$ cat src/rtl/spi_adc_responder.sv
// SPI responder emulating a serial 8-bit ADC: frames one held sample MSB-first
// with leading/trailing zeros; cs_n/sclk synchronised, edges detected on clk.
//
// Ports:
//   clk, rst                 system clock, synchronous active-high reset
//   cs_n, sclk               async master frame select / serial clock
//   sdata, sdata_oe          serial data out and its pad enable
//   sample_data/valid/ready  holding-register handshake for the next sample
//   busy                     frame in progress
//   frame_done/abort, stale  single-clk status pulses
module spi_adc_responder #(
  parameter int DATA_BITS   = 8,
  parameter int LEAD_ZEROS  = 3,
  parameter int FRAME_BITS  = 16,
  parameter int SYNC_STAGES = 2
) (
  input  logic                 clk,
  input  logic                 rst,
  input  logic                 cs_n,
  input  logic                 sclk,
  output logic                 sdata,
  output logic                 sdata_oe,
  input  logic [DATA_BITS-1:0] sample_data,
  input  logic                 sample_valid,
  output logic                 sample_ready,
  output logic                 busy,
  output logic                 frame_done,
  output logic                 frame_abort,
  output logic                 stale
);

  localparam int CW = $clog2(FRAME_BITS + 1);

  typedef enum logic [1:0] {
    IDLE,
    ACTIVE,
    DONE
  } state_e;

  state_e state_q, state_d;

  logic [SYNC_STAGES-1:0] cs_sync_q;
  logic [SYNC_STAGES-1:0] sc_sync_q;
  logic                   cs_prev_q;
  logic                   sc_prev_q;

  logic [FRAME_BITS-1:0] shift_q, shift_d;
  logic [CW-1:0]         cnt_q, cnt_d;
  logic [DATA_BITS-1:0]  hold_q, hold_d;
  logic                  hold_full_q, hold_full_d;
  logic [DATA_BITS-1:0]  last_q, last_d;
  logic                  done_q, done_d;
  logic                  abort_q, abort_d;
  logic                  stale_q, stale_d;

  logic                  cs_s, sc_s;
  logic                  cs_fall, cs_rise;
  logic                  sc_fall, sc_rise;
  logic                  accept;
  logic [DATA_BITS-1:0]  pick;
  logic [FRAME_BITS-1:0] load_w;
  logic [CW-1:0]         cnt_inc;

  assign cs_s    = cs_sync_q[SYNC_STAGES-1];
  assign sc_s    = sc_sync_q[SYNC_STAGES-1];
  assign cs_fall = cs_prev_q & ~cs_s;
  assign cs_rise = ~cs_prev_q & cs_s;
  assign sc_fall = sc_prev_q & ~sc_s;
  assign sc_rise = ~sc_prev_q & sc_s;
  assign accept  = sample_valid & ~hold_full_q;

  always_ff @(posedge clk) begin
    if (rst) begin
      cs_sync_q   <= '1;
      sc_sync_q   <= '1;
      cs_prev_q   <= 1'b1;
      sc_prev_q   <= 1'b1;
      state_q     <= IDLE;
      shift_q     <= '0;
      cnt_q       <= '0;
      hold_q      <= '0;
      hold_full_q <= 1'b0;
      last_q      <= '0;
      done_q      <= 1'b0;
      abort_q     <= 1'b0;
      stale_q     <= 1'b0;
    end else begin
      cs_sync_q   <= {cs_sync_q[SYNC_STAGES-2:0], cs_n};
      sc_sync_q   <= {sc_sync_q[SYNC_STAGES-2:0], sclk};
      cs_prev_q   <= cs_s;
      sc_prev_q   <= sc_s;
      state_q     <= state_d;
      shift_q     <= shift_d;
      cnt_q       <= cnt_d;
      hold_q      <= hold_d;
      hold_full_q <= hold_full_d;
      last_q      <= last_d;
      done_q      <= done_d;
      abort_q     <= abort_d;
      stale_q     <= stale_d;
    end
  end

  always_comb begin
    state_d     = state_q;
    shift_d     = shift_q;
    cnt_d       = cnt_q;
    hold_d      = hold_q;
    hold_full_d = hold_full_q;
    last_d      = last_q;
    done_d      = 1'b0;
    abort_d     = 1'b0;
    stale_d     = 1'b0;
    cnt_inc     = cnt_q + 1'b1;

    // A fresh sample wins; otherwise the previous one is resent.
    pick   = hold_full_q ? hold_q : last_q;
    load_w = '0;
    load_w[FRAME_BITS-1-LEAD_ZEROS -: DATA_BITS] = pick;

    // cs_n edges are checked first so a coincident sclk edge is dropped.
    unique case (state_q)
      IDLE: begin
        if (cs_fall) begin
          state_d     = ACTIVE;
          shift_d     = load_w;
          cnt_d       = '0;
          stale_d     = ~hold_full_q;
          last_d      = pick;
          hold_full_d = 1'b0;
        end
      end
      ACTIVE: begin
        if (cs_rise) begin
          abort_d = 1'b1;
          state_d = IDLE;
        end else if (sc_fall) begin
          shift_d = {shift_q[FRAME_BITS-2:0], 1'b0};
        end else if (sc_rise) begin
          cnt_d = cnt_inc;
          if (cnt_inc == CW'(FRAME_BITS)) begin
            done_d  = 1'b1;
            state_d = DONE;
          end
        end
      end
      DONE: begin
        if (cs_rise) begin
          state_d = IDLE;
        end
      end
      default: begin
        state_d = IDLE;
      end
    endcase

    // Only possible when empty, so a same-clk load leaves this sample queued.
    if (accept) begin
      hold_d      = sample_data;
      hold_full_d = 1'b1;
    end
  end

  assign sdata        = (state_q == ACTIVE) & shift_q[FRAME_BITS-1];
  assign sdata_oe     = (state_q != IDLE);
  assign busy         = (state_q != IDLE);
  assign sample_ready = ~hold_full_q;
  assign frame_done   = done_q;
  assign frame_abort  = abort_q;
  assign stale        = stale_q;

endmodule
$ cat config.mk
export PLATFORM = sky130hd
export DESIGN_NAME = spi_adc_responder
export DESIGN_NICKNAME = d
export VERILOG_FILES = /design/src/rtl/spi_adc_responder.sv
export SDC_FILE = /design/constraint.sdc
export NUM_CORES = 1
export LEC_CHECK = 0
export BUFFER_PORTS_ARGS = -buffer_cell sky130_fd_sc_hd__buf_2
export CORE_ASPECT_RATIO = 1.2
export CORE_UTILIZATION = 33
export DETAILED_ROUTE_END_ITERATION = 10
export GPL_ROUTABILITY_DRIVEN = 0
export SYNTH_ARGS = -nofsm -noshare
export SYNTH_HDL_FRONTEND = slang
export SYNTH_SLANG_ARGS = --single-unit
$ cat constraint.sdc
create_clock -name clk -period 1.5 [get_ports clk]
set_clock_uncertainty 0.05 [all_clocks]
set_input_delay 0.45 -clock clk [delete_from_list [all_inputs] [get_ports clk]]
set_output_delay 0.45 -clock clk [all_outputs]
set_load 0.005 [all_outputs]
Word level (Yosys, flattened, before mapping)
Index checks and enable logic that the tools add are counted.
{"block": "op_classes", "addsub": 1, "eq_ne": 12, "mux": 22, "n_bitwise": 15, "n_reduce_logical": 13}
{"op": "two-way mux 16 bit", "count": 3}
{"op": "one-hot mux 16 bit (2 select lines)", "count": 1}
{"op": "two-way mux 5 bit", "count": 4}
{"op": "two-way mux 2 bit", "count": 6}
{"op": "!= test 2 bit, second input constant", "count": 6}
{"op": "one-hot mux 5 bit (2 select lines)", "count": 1}
{"op": "AND reduction 5 bit", "count": 2}
{"op": "!= test 3 bit, second input constant", "count": 3}
{"op": "inverter 1 bit", "count": 9}
{"op": "two-way mux 8 bit", "count": 1}
{"op": "nonzero test 2 bit", "count": 4}
{"op": "AND 1 bit", "count": 6}
{"op": "one-hot mux 2 bit (3 select lines)", "count": 1}
{"op": "adder 5 x 1 -> 5 bit, second input constant", "count": 1}
{"op": "equality test 5 bit, second input constant", "count": 1}
{"op": "two-way mux 1 bit", "count": 5}
{"op": "OR reduction 5 bit", "count": 1}
{"op": "AND reduction 2 bit", "count": 2}
{"op": "AND reduction 4 bit", "count": 1}
{"op": "OR reduction 3 bit", "count": 1}
{"op": "equality test 2 x 1 -> 1 bit, second input constant", "count": 1}
{"op": "equality test 2 bit, second input constant", "count": 1}
{"op": "logical NOT 2 bit", "count": 1}
{"op": "OR reduction 2 bit", "count": 1}
{"block": "totals", "reg_bits": 49, "in_bits": 13, "output_inout_bits": 7, "word_cells": 76}

Longest topological paths before layout
{"block": "depth", "ltp_word": 7, "mapped_depth": 7, "depth_no_buf": 5}

Worst setup path before layout
Ideal clock, no wire load.
{"block": "synth_timing", "path_kind": "flip-flop to flip-flop", "from": "register state_q[1]", "to": "register shift_q[10]", "setup_ps": 132, "arrival_time_ps": 1297, "required_time_ps": 1318, "slack_ps": 20, "path_stages_with_launch": 7, "n_path_buf": 2, "synth_period_minus_slack_ps": 1480, "cell_sequence": "dfxtp_1 buf_6 nor4b_4 a41oi_1 clkbuf_1 nand2_1 a21oi_1"}
{"block": "synth_between", "elab_chain_len": 3, "elab_cells_between_ends": 8, "classes_between": "eq/ne: 4; mux: 1; reduce/logical: 3"}
{"element": "start, declared", "line": "40", "text": "state_e state_q, state_d;"}
{"element": "start signal, assigned", "line": "92", "text": "state_q <= state_d;"}
{"element": "equality test 2 x 1 -> 1 bit / logical NOT 2 bit (equally long branches)", "line": "122", "text": "unique case (state_q)"}
{"element": "!= test 2 bit (no line) / nonzero test 2 bit (equally long branches)"}
{"element": "AND reduction 4 bit (no line)"}
{"element": "end signal, assigned", "line": "93", "text": "shift_q <= shift_d;"}
{"element": "end, declared", "line": "47", "text": "logic [FRAME_BITS-1:0] shift_q, shift_d;"}
Parallel ways exist; a longest one is shown, timed or not.
A chain may end at the register's enable or synchronous reset.

Worst setup path after layout
{"block": "layout_timing", "from": "register state_q[0]", "to": "output port busy"}
{"block": "layout_between", "elab_chain_len": 1}
{"element": "nonzero test 2 bit", "line": "166", "text": "assign busy = (state_q != IDLE);"}
{"element": "end, declared", "line": "26", "text": "output logic busy,"}
No other way between the ends.

==> impl_metrics.toml <==
[grt]
grt_pass1_vias = 1448
antenna_found_initial = 0
grt_max_degree = 24
grt_util_met3_pct = 3.38
busiest_layer = "met2"
grt_overflow = 0
grtUsageMet2_pct = 21.7
gr-usage-met1_pct = 16.1
track_usage_pct = 13.5
grt_first_pass_wirelength_um = 6410

[timing]
finalHoldViolations = 0
setup_slack_ns = -0.136
slew_headroom_pct = 75.7
period_minus_slack_ns = 1.64
finalSetupViolations = 19
slew_viol_final = 0
fin_crit_sh_pct = 109
fmax_ghz = 0.611
tightest_slew_ns = 0.364
rsz0062_at_grt = "yes"

[synthesis]
synth_area_leaders = "dfxtp_1 (48%), nand2_1 (8.1%), a21oi_1 (7.3%), mux2i_1 (4.3%), a211oi_1 (2.8%)"
synth_adder_area_share_pct = 0.678
syn-num-nets = 223
synth_cell_types = 38
synth_cells = 209
synth_seq_area_share_pct = 47.7
syn-cell-area_um2 = 1850
ys_seq_elements = 44
synth_compound_area_share_pct = 16.7
synthMuxAreaShare_pct = 4.95
synth_top_area_share_pct = 47.7
synth_top_family_by_area = "simple AND/OR/NAND/NOR gates"
synth-simple-area-share_pct = 24.9
yosys_warnings = 0
syn_avg_cell_area_um2 = 8.83
synth_xor_area_share_pct = 0
yosys.area.top_type = "dfxtp_1"

[setup_path]
timing.rr.start = "state_q[0]"
crit_fanout = 4
startpoint = "state_q[0]"
reg2reg_slack_ns = -0.04
end_kind = "primary output"
critPathKind = "reg -> out"
worst_r2r_path_depth = 7
cp_data_required_time_ns = 1.00
critPathLaunchType = "flop"
reg2reg_to = "shift_q[9]"
arrival_ns = 1.14

[worst_hold_path]
hold_path_class = "in -> reg"
whs_path_depth = 2
min_to = "sc_sync_q[0]"
hold_start = "sclk"

[die]
die_area_um2 = 5900
io_pins = 20
fp.coreArea_um2 = 5330
fp.dieH_um = 83.9
start_util_pct = 34.6
die_x_um = 70.3
num_rows = 29

[drt]
wl_per_cell_um = 13.4
drt_iter0_drc = 91
avgViaCountPerCell = 5.11
firstDrtPassIters = 4
final_antenna_net_count = 0
drc_errors = 0
finalWirelength_um = 4120
num_vias = 1569

[finish]
antenna_cells = 0
area_growth_pct = 29.8
final_util_pct = 44.9
design_area_um2 = 2400
layout-drive-gt1-share_pct = 34.7
fin_nets = 258

[power_and_ir_drop]
peakVddDrop_mv = 0.386
cellLeakagePower_nw = 0.958
power-per-cell-area_nw_per_um2 = 949

[cts]
numCtsBuffers = 5
htreeDepth = 2
cts_root_buf = "clkbuf_8"
tritoncts = "yes"
clock_latency_ns = 0.30
postCtsHoldBufs = 0
clk_path_buf_depth = 2
numClockSinks = 44
clk_pin_slew_ns = 0.08

[outcome]
violations = "setup timing"
status = "finished with violations"

[run]
maxCapViolations = 0

[place]
placed_area_um2 = 2030
io_buffers = 19
dp_hpwl_um = 2490
## how the worst max path moves through the flow
stage                  endpoint  slack (ns)
floorplan           shift_q[10]        0.02
global placement     shift_q[9]        0.03
detailed placement   shift_q[9]       0.006
CTS                        busy       -0.14
global route               busy       -0.16
finish                     busy       -0.14
## critical path, cell delays in order, from the launching register on
cell	delay, ns
dfxtp_4	0.36
buf_6	0.11
or2_4	0.25
buf_6	0.12
## cells in the mapped netlist, drive strengths merged
cell    instances
and2b           1
mux2i           8
and2            1
and3b           1
nand2b          6
nor4            1
a21oi          27
o22ai           1
nor2b           1
inv             1
a211oi          7
ha              1
nor3b           2
dfxtp          44
o211ai          7
buf             7
nor2           13
nor4b           1
or2             8
or4             2
o21ai           3
nand4           1
clkbuf          9
mux2            1
nor3            3
nand3b          1
a41o            1
nand3           5
nand2          40
and4b           1
a41oi           1
a31oi           2
a31o            1
## placed cells by master, fill, tap and decap left out, types with 2 or more instances in the layout
cell type | netlist | layout
dfxtp_1 | 44 | 41
nand2_1 | 40 | 37
a21oi_1 | 27 | 24
buf_2 | 2 | 16
buf_4 | 3 | 15
nor2_1 | 13 | 12
buf_6 | 2 | 11
mux2i_1 | 8 | 8
o211ai_1 | 7 | 7
or2_2 | 7 | 6
clkbuf_8 | 0 | 6
nand2b_1 | 6 | 5
nand3_1 | 5 | 5
a211oi_1 | 7 | 4
a211oi_2 | 0 | 3
a21oi_2 | 0 | 3
nor3_1 | 3 | 3
nor3b_2 | 0 | 2
nand2_2 | 0 | 2
dfxtp_4 | 0 | 2
## metrics by stage
| stage | total power, mW | hold WS (ns) | cells | setup WS (ns) | setup TNS [ns] |
|---|---|---|---|---|---|
| 2_1_floorplan | 1.41 | 0.339 | 209 | 0.0204 | 0 |
| 3_3_place_gp | 1.47 | 0.342 | 288 | 0.0335 | 0 |
| 3_5_place_dp | 1.48 | 0.343 | 288 | 0.00554 | 0 |
| 4_1_cts | 2.26 | 0.276 | 302 | -0.141 | -1.46 |
| 5_1_grt | 2.37 | 0.273 | 307 | -0.162 | -1.67 |
| 6_report | 2.27 | 0.281 | 307 | -0.136 | -0.652 |
## metal layers
metal	vias up	wire length, um	part of all wire, %
li1	797	-	-
met1	730	1830	44
met4	0	127	3.1
met5	-	0	0
met3	13	117	2.8
met2	29	2050	50
## report_power, final
group | internal, mW | switching, mW | leakage [nW]
logic | 0.131 | 0.146 | 0.554
clock network | 0.374 | 0.395 | 0.0445
registers | 1.20 | 0.0235 | 0.359
total | 1.71 | 0.565 | 0.958
## flip-flops by register name (all words and copies together) (netlist names)
| signal | cells |
|---|---|
| shift_q | 11 |
| hold_q | 8 |
| last_q | 8 |
| cnt_q | 5 |
| cs_sync_q | 2 |
| sc_sync_q | 2 |
| state_q | 2 |
| cs_prev_q | 1 |
| frame_abort | 1 |
| frame_done | 1 |
| hold_full_q | 1 |
| sc_prev_q | 1 |
| stale | 1 |
## kinds of logic after synthesis
family | Yosys count
AO/OA/AOI/OAI | 50
adder cells (fa/ha/maj) | 1
buffers and inverters | 17
flip-flops | 44
multiplexers | 9
AND/OR/NAND/NOR | 88
## repair_timing
action | in CTS | in global routing
endpoints found under the setup margin | 6 | 30
pin swaps | 14 | 14
buffers inserted | 6 | 3
cloned | 0 | 2
resized for setup | 11 | 31
## area by class of cell
class                   instances  area (um^2)
inverters                       1         3.75
well taps                      62         77.6
flip-flops and latches         44          890
clock inverters                 1         7.51
clock buffers                   7         86.3
repair buffers                 44          357
fillers                       508         2940
multi-input cells             148          975
Note: power is estimated with default switching activity, not from simulation.
